[src/rtl/reg8file_ctrl_pkg.sv]
// Shared types and constants for the reg8file write-port controller.
package reg8file_ctrl_pkg;

  localparam int NREG = 8;
  localparam int AW   = 3;
  localparam int DW   = 8;

  localparam logic PRIO_A = 1'b0;
  localparam logic PRIO_B = 1'b1;

  typedef enum logic [1:0] {
    CLR  = 2'd0,
    INIT = 2'd1,
    ARB  = 2'd2
  } state_t;

endpackage

[src/rtl/reg8file_ctrl_if.sv]
// Requester and register-file write-port signals of the controller.
interface reg8file_ctrl_if;
  import reg8file_ctrl_pkg::*;

  logic          a_req;
  logic [AW-1:0] a_wsel;
  logic [DW-1:0] a_d;
  logic          a_gnt;
  logic          b_req;
  logic [AW-1:0] b_wsel;
  logic [DW-1:0] b_d;
  logic          b_gnt;
  logic          busy;
  logic          rf_clr;
  logic          rf_en;
  logic [AW-1:0] rf_wsel;
  logic [DW-1:0] rf_d;

  modport master (
    output a_req, a_wsel, a_d, b_req, b_wsel, b_d,
    input  a_gnt, b_gnt, busy, rf_clr, rf_en, rf_wsel, rf_d
  );

  modport slave (
    input  a_req, a_wsel, a_d, b_req, b_wsel, b_d,
    output a_gnt, b_gnt, busy, rf_clr, rf_en, rf_wsel, rf_d
  );

endinterface

[src/rtl/reg8file_ctrl_rr_arb2.sv]
// Two-way round-robin arbiter; grant is combinational, priority flips to
// the loser after every grant.
module rr_arb2
  import reg8file_ctrl_pkg::*;
(
  input  logic       clk,
  input  logic       clr_n,
  input  logic       en,
  input  logic [1:0] req,
  output logic [1:0] gnt
);

  logic prio_reg;

  always_comb begin
    gnt = 2'b00;
    if (clr_n && en) begin
      if (req[0] && (!req[1] || prio_reg == PRIO_A)) begin
        gnt = 2'b01;
      end else if (req[1]) begin
        gnt = 2'b10;
      end
    end
  end

  always_ff @(posedge clk) begin
    if (!clr_n) begin
      prio_reg <= PRIO_A;
    end else if (gnt[0]) begin
      prio_reg <= PRIO_B;
    end else if (gnt[1]) begin
      prio_reg <= PRIO_A;
    end
  end

endmodule

[src/rtl/reg8file_ctrl.sv]
// Write-port controller for reg8file: clear, init sweep, then round-robin
// sharing of the single write port between requesters A and B.
module reg8file_ctrl
  import reg8file_ctrl_pkg::*;
#(
  parameter logic [DW-1:0] INIT_VAL = 8'h00
) (
  input  logic            clk,
  input  logic            clr_n,
  reg8file_ctrl_if.slave  bus
);

  localparam logic [1:0] ST_CLR  = CLR;
  localparam logic [1:0] ST_INIT = INIT;
  localparam logic [1:0] ST_ARB  = ARB;

  logic [1:0]    state_reg;
  logic [AW-1:0] cnt_reg;
  logic [1:0]    gnt;
  logic          arb_en;

  assign arb_en = (state_reg == ST_ARB);

  rr_arb2 u_arb (
    .clk   (clk),
    .clr_n (clr_n),
    .en    (arb_en),
    .req   ({bus.b_req, bus.a_req}),
    .gnt   (gnt)
  );

  always_ff @(posedge clk) begin
    if (!clr_n) begin
      state_reg <= ST_CLR;
      cnt_reg   <= '0;
    end else begin
      case (state_reg)
        ST_CLR: begin
          state_reg <= ST_INIT;
          cnt_reg   <= '0;
        end
        ST_INIT: begin
          cnt_reg <= cnt_reg + 3'd1;
          if (cnt_reg == AW'(NREG - 1)) begin
            state_reg <= ST_ARB;
          end
        end
        ST_ARB: begin
          state_reg <= ST_ARB;
        end
        default: begin
          state_reg <= ST_CLR;
          cnt_reg   <= '0;
        end
      endcase
    end
  end

  // Reset low overrides every state so an in-flight grant never reaches the file.
  always_comb begin
    bus.a_gnt   = 1'b0;
    bus.b_gnt   = 1'b0;
    bus.busy    = 1'b1;
    bus.rf_clr  = 1'b0;
    bus.rf_en   = 1'b0;
    bus.rf_wsel = '0;
    bus.rf_d    = '0;
    if (!clr_n) begin
      bus.rf_clr = 1'b1;
    end else begin
      case (state_reg)
        ST_INIT: begin
          bus.rf_en   = 1'b1;
          bus.rf_wsel = cnt_reg;
          bus.rf_d    = INIT_VAL;
        end
        ST_ARB: begin
          bus.busy  = 1'b0;
          bus.a_gnt = gnt[0];
          bus.b_gnt = gnt[1];
          bus.rf_en = gnt[0] | gnt[1];
          if (gnt[0]) begin
            bus.rf_wsel = bus.a_wsel;
            bus.rf_d    = bus.a_d;
          end else if (gnt[1]) begin
            bus.rf_wsel = bus.b_wsel;
            bus.rf_d    = bus.b_d;
          end
        end
        default: begin
          bus.rf_clr = 1'b1;
        end
      endcase
    end
  end

endmodule
[src/flat_wrapper.sv]
// flat-port wrapper written by rule: the top's interface ports become plain ports
module reg8file_ctrl_flat import reg8file_ctrl_pkg::*;
#(
  parameter logic [DW-1:0] INIT_VAL = 8'h00
)
  (clk, clr_n, bus_a_req, bus_a_wsel, bus_a_d, bus_b_req, bus_b_wsel, bus_b_d, bus_a_gnt, bus_b_gnt, bus_busy, bus_rf_clr, bus_rf_en, bus_rf_wsel, bus_rf_d);
  reg8file_ctrl_if bus_i ();
  input  logic clk;
  input  logic clr_n;
  input wire logic [$bits(bus_i.a_req)-1:0] bus_a_req;
  input wire logic [$bits(bus_i.a_wsel)-1:0] bus_a_wsel;
  input wire logic [$bits(bus_i.a_d)-1:0] bus_a_d;
  input wire logic [$bits(bus_i.b_req)-1:0] bus_b_req;
  input wire logic [$bits(bus_i.b_wsel)-1:0] bus_b_wsel;
  input wire logic [$bits(bus_i.b_d)-1:0] bus_b_d;
  output wire logic [$bits(bus_i.a_gnt)-1:0] bus_a_gnt;
  output wire logic [$bits(bus_i.b_gnt)-1:0] bus_b_gnt;
  output wire logic [$bits(bus_i.busy)-1:0] bus_busy;
  output wire logic [$bits(bus_i.rf_clr)-1:0] bus_rf_clr;
  output wire logic [$bits(bus_i.rf_en)-1:0] bus_rf_en;
  output wire logic [$bits(bus_i.rf_wsel)-1:0] bus_rf_wsel;
  output wire logic [$bits(bus_i.rf_d)-1:0] bus_rf_d;
  assign bus_i.a_req = bus_a_req;
  assign bus_i.a_wsel = bus_a_wsel;
  assign bus_i.a_d = bus_a_d;
  assign bus_i.b_req = bus_b_req;
  assign bus_i.b_wsel = bus_b_wsel;
  assign bus_i.b_d = bus_b_d;
  assign bus_a_gnt = bus_i.a_gnt;
  assign bus_b_gnt = bus_i.b_gnt;
  assign bus_busy = bus_i.busy;
  assign bus_rf_clr = bus_i.rf_clr;
  assign bus_rf_en = bus_i.rf_en;
  assign bus_rf_wsel = bus_i.rf_wsel;
  assign bus_rf_d = bus_i.rf_d;
  reg8file_ctrl #(.INIT_VAL(INIT_VAL)) u_core (.clk(clk), .clr_n(clr_n), .bus(bus_i));
endmodule
[config.mk]
export PLATFORM = sky130hd
export DESIGN_NAME = reg8file_ctrl_flat
export DESIGN_NICKNAME = d
export VERILOG_FILES = /design/src/rtl/reg8file_ctrl_pkg.sv /design/src/rtl/reg8file_ctrl_if.sv /design/src/rtl/reg8file_ctrl_rr_arb2.sv /design/src/rtl/reg8file_ctrl.sv /design/src/flat_wrapper.sv
export SDC_FILE = /design/constraint.sdc
export NUM_CORES = 1
export LEC_CHECK = 0
export ABC_AREA = 1
export CORE_MARGIN = 5
export CORE_UTILIZATION = 34
export DETAILED_ROUTE_END_ITERATION = 16
export MAX_ROUTING_LAYER = met4
export PLACE_DENSITY = 0.83
export SYNTH_ARGS = -nofsm -noshare
export SYNTH_HDL_FRONTEND = slang
export SYNTH_SLANG_ARGS = --single-unit
[constraint.sdc]
create_clock -name clk -period 2.4 [get_ports clk]
set_input_delay 0.24 -clock clk [delete_from_list [all_inputs] [get_ports clk]]
set_output_delay 0.24 -clock clk [all_outputs]
set_load 0.01 [all_outputs]
Word-level counts from Yosys, hierarchy flattened
Index checks and enable logic that the tools add are counted.
- bitwise gates (word level): 2
- equality and inequality tests: 4
- $add $sub $neg: 1
- mux-type cells: 26
- reductions and logical operators: 7
- operators with widths (kind ; count):
    two-way mux 8 bit ; 4
    one-hot mux 3 bit (2 select lines) ; 2
    two-way mux 1 bit ; 11
    two-way mux 3 bit ; 3
    two-way mux 2 bit ; 4
    one-hot mux 2 bit (3 select lines) ; 1
    adder 3 x 1 -> 3 bit, second input constant ; 1
    == test 3 bit, second input constant ; 1
    == test 2 x 1 -> 1 bit, second input constant ; 1
    == test 2 bit, second input constant ; 1
    logical AND 1 bit ; 2
    zero test 2 bit ; 1
    != test 2 x 1 -> 1 bit, second input constant ; 1
    one-hot mux 1 bit (2 select lines) ; 1
    nonzero test 2 bit ; 1
    OR reduction 2 bit ; 1
    zero test 1 bit ; 1
    logical OR 1 bit ; 1
    NOT 1 bit ; 1
    bitwise OR 1 bit ; 1
- output and inout bits: 16
- input port bits: 26
- word-level logic and storage cells: 43
- bits in registers: 6

Longest topological paths before layout
Gate-level depths: netlist of the first run.
- depth after elaboration: 9
- gate-level depth with buffers: 8
- mapped depth without buffers: 8

Hierarchy
Synthesis of the first run repeated with hierarchy kept, for this count alone.
- cell total of the unflattened synthesis: 105
- area, all modules: 586.8 µm²
- modules (own cells, without submodules) (module ; sequential area each (µm²) ; instances ; area an instance (µm²) ; cells each):
    reg8file_ctrl ; 100.1 ; 1 ; 518.0 ; 93
    rr_arb2 ; 20.0 ; 1 ; 68.8 ; 12

Worst setup path after synthesis of the first run
Ideal clock, no wire load.
- kind: reg-to-output
- start: reg u_core.state_reg[0]
- end: out bus_rf_en
- buffers on the path: 0
- arrival time: 1.190 ns
- cell stages (with the launch flop): 7
- data required time: 2.160 ns
- setup slack: 0.970 ns
- cell sequence: dfxtp_1 > inv_1 > ha_1 > nand2_2 > nor2_4 > nand2_2 > a31oi_1
- longest elaborated chain between the ends: 6
- elaborated cells on any way between the ends: 7
- classes of those cells: eq/ne (2); mux (3); bitwise (1); reduce/logical (1)
- RTL lines (element ; RTL line ; RTL):
    start, declared ; reg8file_ctrl.sv:17 ; logic [1:0] state_reg;
    start signal, assigned ; reg8file_ctrl.sv:34 ; state_reg <= ST_CLR;
    start signal, assigned ; reg8file_ctrl.sv:39 ; state_reg <= ST_INIT;
    start signal, assigned ; reg8file_ctrl.sv:45 ; state_reg <= ST_ARB;
    == test 2 bit ; reg8file_ctrl.sv:22, reg8file_ctrl.sv:71 ;
    logical AND 1 bit ; reg8file_ctrl_rr_arb2.sv:17 ; if (clr_n && en) begin
    two-way mux 2 bit ; reg8file_ctrl_rr_arb2.sv:17 ;
    bitwise OR 1 bit ; reg8file_ctrl.sv:81 ; bus.rf_en = gnt[0] | gnt[1];
    one-hot mux 1 bit (2 select lines) (*) ; reg8file_ctrl.sv:71 ; case (state_reg)
    two-way mux 1 bit (*) ; reg8file_ctrl.sv:68 ; if (!clr_n) begin
    end, declared ; flat_wrapper.sv:20 ; output wire logic [$bits(bus_i.rf_en)-1:0] bus_rf_en;
Every way passes the cells marked *; elsewhere a longest branch is shown, timed or not.

Final worst setup path of the first run
- start: reg u_core.state_reg[0]
- end: out bus_rf_d[6]
- longest elaborated chain between the ends: 7
- RTL lines (element ; RTL line ; RTL):
    == test 2 bit (*) ; reg8file_ctrl.sv:22, reg8file_ctrl.sv:71 ;
    logical AND 1 bit ; reg8file_ctrl_rr_arb2.sv:17 ;
    two-way mux 2 bit ; reg8file_ctrl_rr_arb2.sv:17 ;
    two-way mux 8 bit ; reg8file_ctrl.sv:85 ; end else if (gnt[1]) begin
    two-way mux 8 bit ; reg8file_ctrl.sv:82 ; if (gnt[0]) begin
    two-way mux 8 bit (*) ; reg8file_ctrl.sv:71 ;
    two-way mux 8 bit (*) ; reg8file_ctrl.sv:68 ;
    end, declared ; flat_wrapper.sv:22 ; output wire logic [$bits(bus_i.rf_d)-1:0] bus_rf_d;
Marks and branches as above.

==> impl_results.md, run 1 <==
* # diodes at 0
* Via count at around 690
* Post-layout util at 66.1%
* Worst min path class: flip-flop to flip-flop
* Die ar. at approximately 2400 sq um
* Grt ovf at 0
* Worst EP required at 2160 ps
* Max FFs per register at 3
* Crit path DAT at ~2000 ps
* GRT Total Usage at between 10% and 20%
* Commonest non-fill, non-tap cell in the layout: clkdlybuf4s50_1
* Worst slew pin tran at around 210 ps
* ANT nets after route at 0
* Final Max Tran Viols at 0
* Top fanout value on the critical path at 9
* Port-buffer cells at 41
* CP Capture Type: output port
* Clock Skews at between 0.7 and 0.8 ps
* CTS tree: done
* Drt total wl at between 1500 and 2000 um
* Core ar. at about 1500 sq um
* Clock transition at path regs at 40 ps
* Most frequent cells in the layout: 41 x clkdlybuf4s50_1, 34 x nand2_1, 10 x inv_1
* CTS Root Buffer Type: clkbuf_4
* Vias in the first global route at 624
* First-pass GRT wire length at between 2000 and 3000 um
* Fin crit period at between 2000 and 2500 ps
* HPWL after DPL at 1480 um
* Initial core utilization at about a third
* Max Fclk at ~450 MHz
* P_leak at 0.466 nW
* Share of layout cells above drive strength 1 at 8.53%
* Clock Sink Count at 6
* Kind of critical path: flip-flop to output port
* Synthesized net count at 116
* Nets at approximately 160
* Die width at about 50 um
* Period utilisation layout at 92.5%
* Sequential share of the synthesized area at 23.2%
* Yosys cell types at 17
* Pwr per Cell Area at ~550 nW/um^2
* Mapped Avg Cell Area at 6.08 sq um
* Clock buffer depth at 2
* Final Total Pwr at about 530 uW
* Outcome: finished clean
* TNS Setup at 0 ps
* Via/cell ratio at between 4 and 5
* Endpoints failing hold at 0
* Mapped cell area at about 520 sq um
* 1st-pass router iterations at 4
* Startpoint Class: flip-flop
* Setup violations, final at 0
* # DRC at 0
* Wire length per cell at between 10 and 15 um
* H-tree depth at 1
* Post-Syn Instances at 85
* Slew margin rel. at 86.2%
* Synth warn at 0
* Core Rows at 14
* Post-CTS setup buffer count at 0
* CTS buffer count at 3
* Worst skew pair latency at 250 ps
* Area Growth Syn to Fin at 88.1%
* Synth Register Bits at 6
* RSZ-0062 raised after global routing: no
* GP Congestion at around 0.8
* VDD IR max at 493 uV
* IO Count at 42
* Maximum Capacitance Violations at 0
* DRT iter0 DRCs at 4
* Largest net degree at the start of global routing at 10
* Vert. Die Dim at slightly below 50 um
* Antenna violations before repair at 0
[power breakdown]
group	internal, mW	switching (mW)
sequential	0.127	0.0168
clock	0.0567	0.0386
combinational	0.142	0.151
[cell families after synthesis]
logic type | synth area share (%)
buffers and inverters | 9.93
flip-flops | 23.2
AND/OR/NAND/NOR | 44.3
adder cells (fa/ha/maj) | 12.1
AO/OA/AOI/OAI | 10.4
[repair_timing]
| item | 4_1_cts | 5_1_grt |
|---|---|---|
| hold buffers | 0 | 0 |
| gates resized for setup | 0 | 1 |
| endpoints found under the setup margin | 0 | 9 |
[layer usage]
| layer | routed length [um] | global-route usage, % | share of wire [%] | up-vias |
|---|---|---|---|---|
| met5 | 0 | - | 0 | - |
| met1 | 717 | 17.1 | 43 | 285 |
| met4 | 40 | 9.42 | 2.4 | 0 |
| li1 | - | - | - | 365 |
| met3 | 137 | 2.75 | 8.2 | 6 |
| met2 | 773 | 23.0 | 46 | 36 |
[stage by stage]
| step | hold WS, ps | cells | worst slack (ps) | area (sq um) |
|---|---|---|---|---|
| 3_5_place_dp | 484 | 142 | 241 | 947 |
| 5_1_grt | 519 | 145 | 7.40 | 972 |
| 6_report | 484 | 145 | 180 | 972 |
| 3_3_place_gp | 490 | 142 | 267 | 947 |
| 4_1_cts | 491 | 145 | 120 | 970 |
| 2_1_floorplan | 378 | 85 | 970 | 517 |
[Yosys cell counts]
cell / instances / area share [%]
a211oi_1: 1 / 1.5
a21oi_1: 2 / 1.9
a22oi_1: 2 / 2.9
a31oi_1: 1 / 1.2
clkinv_2: 2 / 1.9
dfxtp_1: 6 / 23
ha_1: 5 / 12
inv_1: 10 / 7.3
inv_2: 1 / 0.73
nand2_1: 34 / 25
nand2_2: 2 / 2.4
nand3_1: 6 / 5.8
nand3_2: 1 / 1.9
nand4_1: 3 / 3.6
nor2_1: 5 / 3.6
nor2_4: 1 / 2.2
o21ai_0: 3 / 2.9
[critical path, stage by stage (launching register included)]
cell,delay [ps]
dfxtp_1,310
inv_1,100
ha_2,240
nand2_2,100
nor2_4,140
nand2_2,80
clkinv_2,100
nand2_1,70
nand2_1,60
clkdlybuf4s50_1,530
[cell type report]
type	instances	area (sq um)
Fill cell	137	499
Timing Repair Buffer	41	410
Multi-Input combinational cell	66	348
Sequential cell	6	120
Inverter	13	51.3
Clock buffer	3	22.5
Tap cell	16	20.0
[final timing paths]
path                                       startpoint  cells after the start                    end  slack (ps)
worst min register to register  u_core.u_arb.prio_reg                      2  u_core.u_arb.prio_reg         480
worst max register to register      u_core.cnt_reg[0]                      5    u_core.state_reg[0]        1190
worst max-delay path              u_core.state_reg[0]                      9            bus_rf_d[6]         180
worst min-delay path            u_core.u_arb.prio_reg                      2  u_core.u_arb.prio_reg         480
No activity file was read; power rests on OpenSTA's default activity.
==> run 2, diff against run 1 <==
- CTS_CLUSTER_SIZE: unset -> 10
- SLEW_MARGIN: unset -> 20
==> results of run 2 <==
Final layout, timing and power as in run 1 (identical DEF).
==> run 3, diff against run 2 <==
- ABC_CLOCK_PERIOD_IN_PS: unset -> 2400
- CELL_PAD_IN_SITES_DETAIL_PLACEMENT: unset -> 1
- CELL_PAD_IN_SITES_GLOBAL_PLACEMENT: unset -> 1
- CORE_UTILIZATION: 34 -> 21
- PLACE_DENSITY: 0.83 -> unset
- PLACE_DENSITY_LB_ADDON: unset -> 0.1
==> run 3 against run 2 <==
  * Flip-flop and latch count did not move
  * Sequential share of layout area fell by 0.34 points
  * Routed wire length rose by 23%
  * Global-route usage fell by 2.2 points
  * Fmax rose by 0.53%
  * Die area rose by 48%
  * Non-clock buffer count did not move
  * First-iteration DRC count did not move
  * Largest power group unchanged
==> impl_results.md, run 3 (synthesized netlist as in run 1, its figures left out) <==
* Outcome: finished clean
* Clock Sink Count at 6 (unchanged)
* Worst min path class: flip-flop to flip-flop
* Endpoints failing hold at 0 (unchanged)
* Vias in the first global route at 678 (+8.7%)
* Crit path DAT at 1970 ps (about the same)
* Final Max Tran Viols at 0 (unchanged)
* Area of the multi-input gates at 358 sq um (+2.9%)
* Maximum Capacitance Violations at 0 (unchanged)
* Startpoint Class: flip-flop
* Drt total wl at 2050 um (+23%)
* Share of layout cells above drive strength 1 at 8.53% (unchanged)
* Clock buffer depth at 2 (unchanged)
* Die width at 59.6 um (+22%)
* Via/cell ratio at 4.43 (-7.1%)
* Internal cell power at 329 uW (+1.2%)
* DRT iter0 DRCs at 4 (unchanged)
* Clock transition at path regs at 50 ps (about the same)
* Comb pwr share at 56.1% (+0.9 points)
* Antenna violations before repair at 0 (unchanged)
* GP Congestion at 0.743 (-8.5%)
* Most frequent cells in the layout: 41 x clkdlybuf4s50_1, 34 x nand2_1, 10 x inv_1
* Initial core utilization at 21.4% (-14 points)
* CTS buffer count at 3 (unchanged)
* # DRC at 0 (unchanged)
* Sequential fraction of design power at 26.5% (-0.4 points)
* Max FFs per register at 3 (unchanged)
* Worst slew pin tran at 223 ps (+17.7 ps)
* Nets at 162 (unchanged)
* Register Area at 120 sq um (unchanged)
* Worst skew pair latency at 250 ps (about the same)
* Core Rows at 18 (+4)
* H-tree depth at 1 (unchanged)
* CTS Root Buffer Type: clkbuf_4
* Core ar. at 2410 sq um (+64%)
* Period utilisation layout at 92.0% (-0.49 points)
* Worst EP required at 2160 ps (about the same)
* Die ar. at 3550 sq um (+48%)
* HPWL after DPL at 1730 um (+17%)
* Setup violations, final at 0 (unchanged)
* P_leak at 0.467 nW (+0.36%)
* RSZ-0062 raised after global routing: no
* Pwr per Cell Area at 551 nW/um^2 (+0.72%)
* IO Count at 42 (unchanged)
* Commonest non-fill, non-tap cell in the layout: clkdlybuf4s50_1
* GRT Total Usage at 12.5% (-2.2 points)
* Kind of critical path: flip-flop to output port
* Clk pwr share at 17.4% (-0.5 points)
* Fin Hold WS at 492 ps (+8.36 ps)
* CTS tree: done
* Fillers at 316 (+130%)
* # diodes at 0 (unchanged)
* Switch Pwr at 222 uW (+7.2%)
* Max Fclk at 453 MHz (+0.53%)
* 1st-pass router iterations at 2 (-2)
* VDD IR max at 454 uV (-8.0%)
* Fin crit period at 2210 ps (-11.8 ps)
* First-pass GRT wire length at 3230 um (+19%)
* Area Growth Syn to Fin at 93.5%
* Clock Skews at 3.35 ps (+2.58 ps)
* Port-buffer cells at 41 (unchanged)
* Switching Share at 40.2% (+1.4 points)
* Vert. Die Dim at 59.6 um (+22%)
* Slew margin rel. at 85.1% (-1.2 points)
* Via count at 705 (+1.9%)
* Largest net degree at the start of global routing at 10 (unchanged)
* ANT nets after route at 0 (unchanged)
* CTS Hold Buffers Added at 0 (unchanged)
* CP Capture Type: output port
* Grt ovf at 0 (unchanged)
* Top fanout value on the critical path at 9 (unchanged)
* TNS Setup at 0 ps (unchanged)
* Wire length per cell at 12.9 um (+12%)
==> run 3: cell count changes in the layout (fill, tap and decap cells not counted) <==
cell and change:
ha_2 -1, ha_4 +1
==> run 3: what timing repair did <==
action,in CTS,in global routing
resized for setup,0,2
buffers inserted,0,0
endpoints found under the setup margin,0,12
==> run 3: critical path, cell delays in order, from the launching register on <==
cell	delay, ps
dfxtp_1	310
inv_1	130
ha_4	190
nand2_2	90
nor2_4	150
nand2_2	80
clkinv_2	110
nand2_1	60
nand2_1	60
clkdlybuf4s50_1	550
==> run 3: layout make-up <==
cell class / instances / share of cell area [%]
flip-flops and latches: 6 / 12.0
inverters: 13 / 5.13
clock buffers: 3 / 2.25
multi-input cells: 66 / 35.8
repair buffers: 41 / 41.1
well taps: 30 / 3.75
==> run 3: per-layer routing <==
layer | global-route usage [%] | vias up | wire length (um)
met5 | - | - | 0
met2 | 19.3 | 18 | 982
met3 | 2.40 | 5 | 134
met4 | 6.65 | 0 | 37
li1 | - | 360 | -
met1 | 15.2 | 322 | 891
==> run 3: worst paths after layout <==
| kind | from | endpoint | slack (ps) | depth (start not counted) |
|---|---|---|---|---|
| setup / recovery | u_core.state_reg[0] | bus_rf_d[7] | 190 | 9 |
| hold / removal | u_core.u_arb.prio_reg | u_core.u_arb.prio_reg | 490 | 2 |
| setup reg to reg | u_core.state_reg[1] | u_core.state_reg[0] | 1140 | 6 |
| hold reg to reg | u_core.u_arb.prio_reg | u_core.u_arb.prio_reg | 490 | 2 |
==> run 3: stage by stage <==
stage | worst slack [ps] | area [sq um] | std cells | total power, mW | utilization (%)
floorplan | 970 | 517 | 85 | 0.301 | -
global route | 37.7 | 1000 | 159 | 0.606 | 41.5
CTS | 57.1 | 987 | 159 | 0.552 | 41.0
finish | 192 | 1000 | 159 | 0.551 | 41.5
global placement | 243 | 965 | 156 | 0.442 | 40.0
detailed placement | 210 | 965 | 156 | 0.448 | 40.0
==> run 3: power by group through the flow <==
stage | clock network (mW) | logic (mW) | registers [mW]
after floorplan | 0 | 0.160 | 0.141
after global placement | 0 | 0.297 | 0.145
after detailed placement | 0 | 0.302 | 0.146
after CTS | 0.104 | 0.305 | 0.144
after global routing | 0.112 | 0.344 | 0.150
final | 0.0958 | 0.309 | 0.146
